## src/rtl/axi_master_pkg.sv

```systemverilog
// Shared widths, FSM encoding and AXI constants for the read initiator.
`ifndef AXI_DEFINE_SVH
`define AXI_DEFINE_SVH
`define AXI_ADDR_BITS 32
`define AXI_DATA_BITS 32
`define AXI_LEN_BITS  4
`define AXI_ID_BITS   4
`define AXI_SIZE_BITS 3
`endif

package axi_master_pkg;
   typedef enum logic [1:0] {IDLE, ADDR, DATA} state_t;

   localparam logic [`AXI_SIZE_BITS-1:0] SIZE_WORD  = 3'b010;
   localparam logic [1:0]                BURST_INCR = 2'b01;
   localparam logic [1:0]                RESP_OKAY  = 2'b00;
endpackage

```

## src/rtl/axi_read_master.sv

```systemverilog
// AXI4 read-only initiator: one outstanding INCR word burst, R beats passed
// straight through to the requester, with sticky protocol-error detection.
module axi_read_master
   import axi_master_pkg::*;
#(
   parameter logic [`AXI_ID_BITS-1:0] MASTER_ID = 4'd0
) (
   input  logic                      ACLK,
   input  logic                      ARESETn,
   input  logic                      req_valid,
   output logic                      req_ready,
   input  logic [`AXI_ADDR_BITS-1:0] req_addr,
   input  logic [`AXI_LEN_BITS-1:0]  req_len,
   output logic                      resp_valid,
   input  logic                      resp_ready,
   output logic [`AXI_DATA_BITS-1:0] resp_data,
   output logic                      resp_last,
   output logic                      resp_err,
   output logic                      proto_err,
   output logic [`AXI_ID_BITS-1:0]   ARID_M,
   output logic [`AXI_ADDR_BITS-1:0] ARADDR_M,
   output logic [`AXI_LEN_BITS-1:0]  ARLEN_M,
   output logic [`AXI_SIZE_BITS-1:0] ARSIZE_M,
   output logic [1:0]                ARBURST_M,
   output logic                      ARVALID_M,
   input  logic                      ARREADY_M,
   input  logic [`AXI_ID_BITS-1:0]   RID_M,
   input  logic [`AXI_DATA_BITS-1:0] RDATA_M,
   input  logic [1:0]                RRESP_M,
   input  logic                      RLAST_M,
   input  logic                      RVALID_M,
   output logic                      RREADY_M
);

   state_t                    state_q, state_d;
   logic [`AXI_ADDR_BITS-1:0] addr_q;
   logic [`AXI_LEN_BITS-1:0]  len_q;
   logic [`AXI_LEN_BITS-1:0]  beat_ctr_q;
   logic                      arvalid_q;
   logic                      proto_q;

   logic in_data;
   logic req_hs;
   logic ar_hs;
   logic r_hs;
   logic proto_hit;
   logic unused_bits;

   assign in_data = (state_q == DATA);
   assign req_hs  = req_valid && req_ready;
   assign ar_hs   = arvalid_q && ARREADY_M;
   assign r_hs    = in_data && RVALID_M && resp_ready;

   // Short burst: RLAST with beats still owed. Long burst: more beats after the count ran out.
   assign proto_hit = r_hs && ((RID_M != MASTER_ID) ||
                               ( RLAST_M && (beat_ctr_q != '0)) ||
                               (!RLAST_M && (beat_ctr_q == '0)));

   assign unused_bits = ^{req_addr[1:0], RRESP_M[0]};

   always_comb begin
      state_d = state_q;
      case (state_q)
         IDLE:    if (req_hs)          state_d = ADDR;
         ADDR:    if (ar_hs)           state_d = DATA;
         DATA:    if (r_hs && RLAST_M) state_d = IDLE;
         default:                      state_d = IDLE;
      endcase
   end

   always_ff @(posedge ACLK or negedge ARESETn) begin
      if (!ARESETn) begin
         state_q    <= IDLE;
         addr_q     <= '0;
         len_q      <= '0;
         beat_ctr_q <= '0;
         arvalid_q  <= 1'b0;
         proto_q    <= 1'b0;
      end else begin
         state_q <= state_d;
         if (req_hs) begin
            addr_q     <= {req_addr[`AXI_ADDR_BITS-1:2], 2'b00};
            len_q      <= req_len;
            beat_ctr_q <= req_len;
            arvalid_q  <= 1'b1;
         end else if (ar_hs) begin
            arvalid_q  <= 1'b0;
         end
         if (r_hs && (beat_ctr_q != '0))
            beat_ctr_q <= beat_ctr_q - 1'b1;
         if (proto_hit)
            proto_q <= 1'b1;
      end
   end

   assign req_ready  = (state_q == IDLE);
   assign ARID_M     = MASTER_ID;
   assign ARADDR_M   = addr_q;
   assign ARLEN_M    = len_q;
   assign ARSIZE_M   = SIZE_WORD;
   assign ARBURST_M  = BURST_INCR;
   assign ARVALID_M  = arvalid_q;

   // R channel is a pure pass-through while in DATA, fully gated off otherwise.
   assign RREADY_M   = in_data && resp_ready;
   assign resp_valid = in_data && RVALID_M;
   assign resp_data  = in_data ? RDATA_M : '0;
   assign resp_last  = in_data && RLAST_M;
   assign resp_err   = in_data && RRESP_M[1];
   assign proto_err  = proto_q;

endmodule
```

## config.mk

```make
export PLATFORM = sky130hd
export DESIGN_NAME = axi_read_master
export DESIGN_NICKNAME = d
export VERILOG_FILES = /design/src/rtl/axi_master_pkg.sv /design/src/rtl/axi_read_master.sv
export SDC_FILE = /design/constraint.sdc
export NUM_CORES = 1
export LEC_CHECK = 0
export BUFFER_PORTS_ARGS = -buffer_cell sky130_fd_sc_hd__clkbuf_2
export CAP_MARGIN = 20
export CORE_AREA = 2 2 74 76
export CTS_CLUSTER_DIAMETER = 150
export DETAILED_ROUTE_END_ITERATION = 16
export DIE_AREA = 0 0 76 78
export PLACE_DENSITY_LB_ADDON = 0.05
export SYNTH_ARGS = -nofsm -noshare
export SYNTH_HDL_FRONTEND = slang
export SYNTH_SLANG_ARGS = --single-unit
```

## constraint.sdc

```tcl
create_clock -name ACLK -period 4.4 [get_ports ACLK]
set_clock_uncertainty 0.05 [all_clocks]
set_input_delay 0.44 -clock ACLK [delete_from_list [all_inputs] [get_ports ACLK]]
set_output_delay 0.44 -clock ACLK [all_outputs]
set_load 0.02 [all_outputs]
```

==> metrics.txt <==
relative slew slack=47.4%; outcome=finished, final reports clean; drt total wl=5450 um; max capacitance violation total=0; final setup vio count=0; dpl cells=453; vias per inst=4.28; synthesized instance count=243; H-tree Lvls=2; main combinational cell family by area after synthesis=simple AND/OR/NAND/NOR gates; row cnt=26; post-route ant nets=0; post-synthesis mux area share=0.485%; r2r worst-path depth=4; cts hold-fix bufs=0; WL/cell=11.8 um; final hold vios=0; final net count=474; Max VDD drop=0.349 mV; Setup Buffers After CTS=0; HP Class=input pin to flop; global route total overflow=0; kind of end point of the critical path=output port; initial core utilization=40.9%; die height=78 um; Synth area leader=dfrtp_1; Clock Latency Late Sink=280 ps; clock sink count=42; overall routing resource usage=18.5%; CTS Buf Count=5; Via Count=1979; hold path cells=3; mapped cell area=0.00206 sq mm; IO Pins=165; Synth async-reset ratio=100%; Port Buffers=150; Synth Warn #=0; PD cells=595 mW/mm^2; critical path data arrival time=2100 ps; Synth top cells by count=nand2_1, dfrtp_1, and2_1; Req. time, crit path=3910 ps; DRC Markers=0; most frequent cell after synthesis=nand2_1; DR iter-0 viols=70; simple-gate share of the synthesized area=35.4%; Die X-Extent=76 um; Critical Setup Path Class=flop to output port; CTS max path bufs=2; first-pass GRT wire length=8860 um; post-synthesis register bit count=42; PnR Total Power=1.74 mW; minimum clock period=2590 ps; RSZ-0062 raised after global routing=false; post-CTS resize count=0; count of different cell masters after synthesis=29; Final Wtd Congestion=0.736; Layout area overhead=42.0%; Final Slew Violations=0; max frequency=387 MHz; CTS clk-pin slew, worst paths=80 ps; die area=0.00593 sq mm; Critical Path Start Type=flop; Synth Area in Compound Gates=4.00%; n_diodes=0; Post-synth EDFFs=0; CORE AREA=0.00504 sq mm; CP Max Fanout=22; Fill cells=490; top cell type's share of synthesized area=50.9%; Post-DP HPWL=4140 um; Synth Area in Adders=0.606%; XOR/XNOR Fraction of Synth Area=0.424%; Post-Layout Cell Count=462; root buf cell=clkbuf_8; Least-Margin Pin Slew=789 ps; main flop type after synthesis=dfrtp_1; Avg Cell Area, Syn=8.49 sq um; fraction of layout cells with a size suffix above 1=41.8%; vias in the first global route=1758; largest net degree at the start of global routing=43; fin crit share=58.8%; synth top area cells=dfrtp_1, nand2_1, and2_1, buf_4, buf_2; CTS tree=yes; Pleak=1.76 nW; TritonRoute pass-1 iters=4; initial antenna violation count=0; Setup TNS=0 ps; Seq/Total Area, Yosys=50.9%
-- per-stage QoR --
step                hold WS (ps)  worst slack, ps  cell area (sq um)  utilization [%]
floorplan                   94.4             2830               2100                -
global placement             407             2160               2820             55.9
detailed placement           412             2120               2820             55.9
CTS                          279             1790               2900             57.5
global route                 282             1570               2930             58.1
finish                       292             1810               2930             58.1
-- registers in the layout, indices dropped and copies added, names as in the netlist --
signal,flops
ARADDR_M,30
ARLEN_M,4
proto_err,1
state_q,2
ARVALID_M,1
beat_ctr_q,4
-- area by class of cell --
class                   instances  area, sq um  share of cell area [%]
multi-input cells             184          892                    30.5
clock inverters                 1         7.51                   0.256
well taps                      70         87.6                    2.99
clock buffers                   6         72.6                    2.48
inverters                       4         15.0                   0.513
flip-flops and latches         42         1050                    35.9
repair buffers                155          803                    27.4
-- cell usage in the layout (no fill, tap or decap), drive strengths merged --
| master | instances |
|---|---|
| a211oi | 2 |
| a21oi | 3 |
| a222oi | 1 |
| a311oi | 1 |
| a32o | 1 |
| and2 | 36 |
| and2b | 1 |
| and4b | 1 |
| buf | 4 |
| clkbuf | 156 |
| clkinvlp | 1 |
| conb | 11 |
| dfrtp | 42 |
| dlygate4sd3 | 1 |
| ha | 1 |
| inv | 4 |
| mux2i | 1 |
| nand2 | 105 |
| nand2b | 1 |
| nand4b | 1 |
| nor2 | 6 |
| nor2b | 1 |
| nor3 | 1 |
| nor3b | 2 |
| nor4 | 2 |
| o211ai | 1 |
| o21ai | 2 |
| o22ai | 1 |
| or2 | 1 |
| xnor2 | 1 |
-- path summary, 6_finish.rpt --
| check | from | endpoint | slack (ps) |
|---|---|---|---|
| worst max-delay path | state_q[1]$_DFFE_PN0P_ | resp_data[25] | 1810 |
| min in group asynchronous | ARESETn | ARADDR_M[28]$_DFFE_PN0P_ | 490 |
| worst min-delay path | req_addr[14] | ARADDR_M[14]$_DFFE_PN0P_ | 290 |
| worst max register to register | state_q[0]$_DFFE_PN0P_ | ARADDR_M[20]$_DFFE_PN0P_ | 2580 |
| max in group asynchronous | ARESETn | ARADDR_M[18]$_DFFE_PN0P_ | 3360 |
| worst min register to register | ARADDR_M[10]$_DFFE_PN0P_ | ARADDR_M[10]$_DFFE_PN0P_ | 420 |
-- report_power, final --
part	total, mW	internal, mW	switching (mW)
Combinational	0.828	0.293	0.535
Sequential	0.683	0.567	0.116
Clock	0.231	0.109	0.122
-- cell families (layout without fill, tap and decap cells) --
group	Yosys count	count (layout)
flip-flops	42	42
AND/OR/NAND/NOR	158	158
AO/OA/AOI/OAI	12	12
adder cells (fa/ha/maj)	1	1
XOR/XNOR	1	1
buffers and inverters	26	166
other	2	11
multiplexers	1	1
-- metal layers --
layer | global-route usage (%) | vias to the layer above | share of wire [%]
li1 | - | 1029 | -
met5 | 0 | - | 0
met1 | 23.0 | 858 | 43
met4 | 4.55 | 0 | 0.95
met2 | 31.0 | 88 | 48
met3 | 6.74 | 4 | 8.1
-- critical path, cell delays in order, from the launching register on --
cell and delay (ps):
dfrtp_1 480, nor2b_1 680, buf_4 320, and2_1 170
clkbuf_2 170
(Power assumes the default switching activity.)
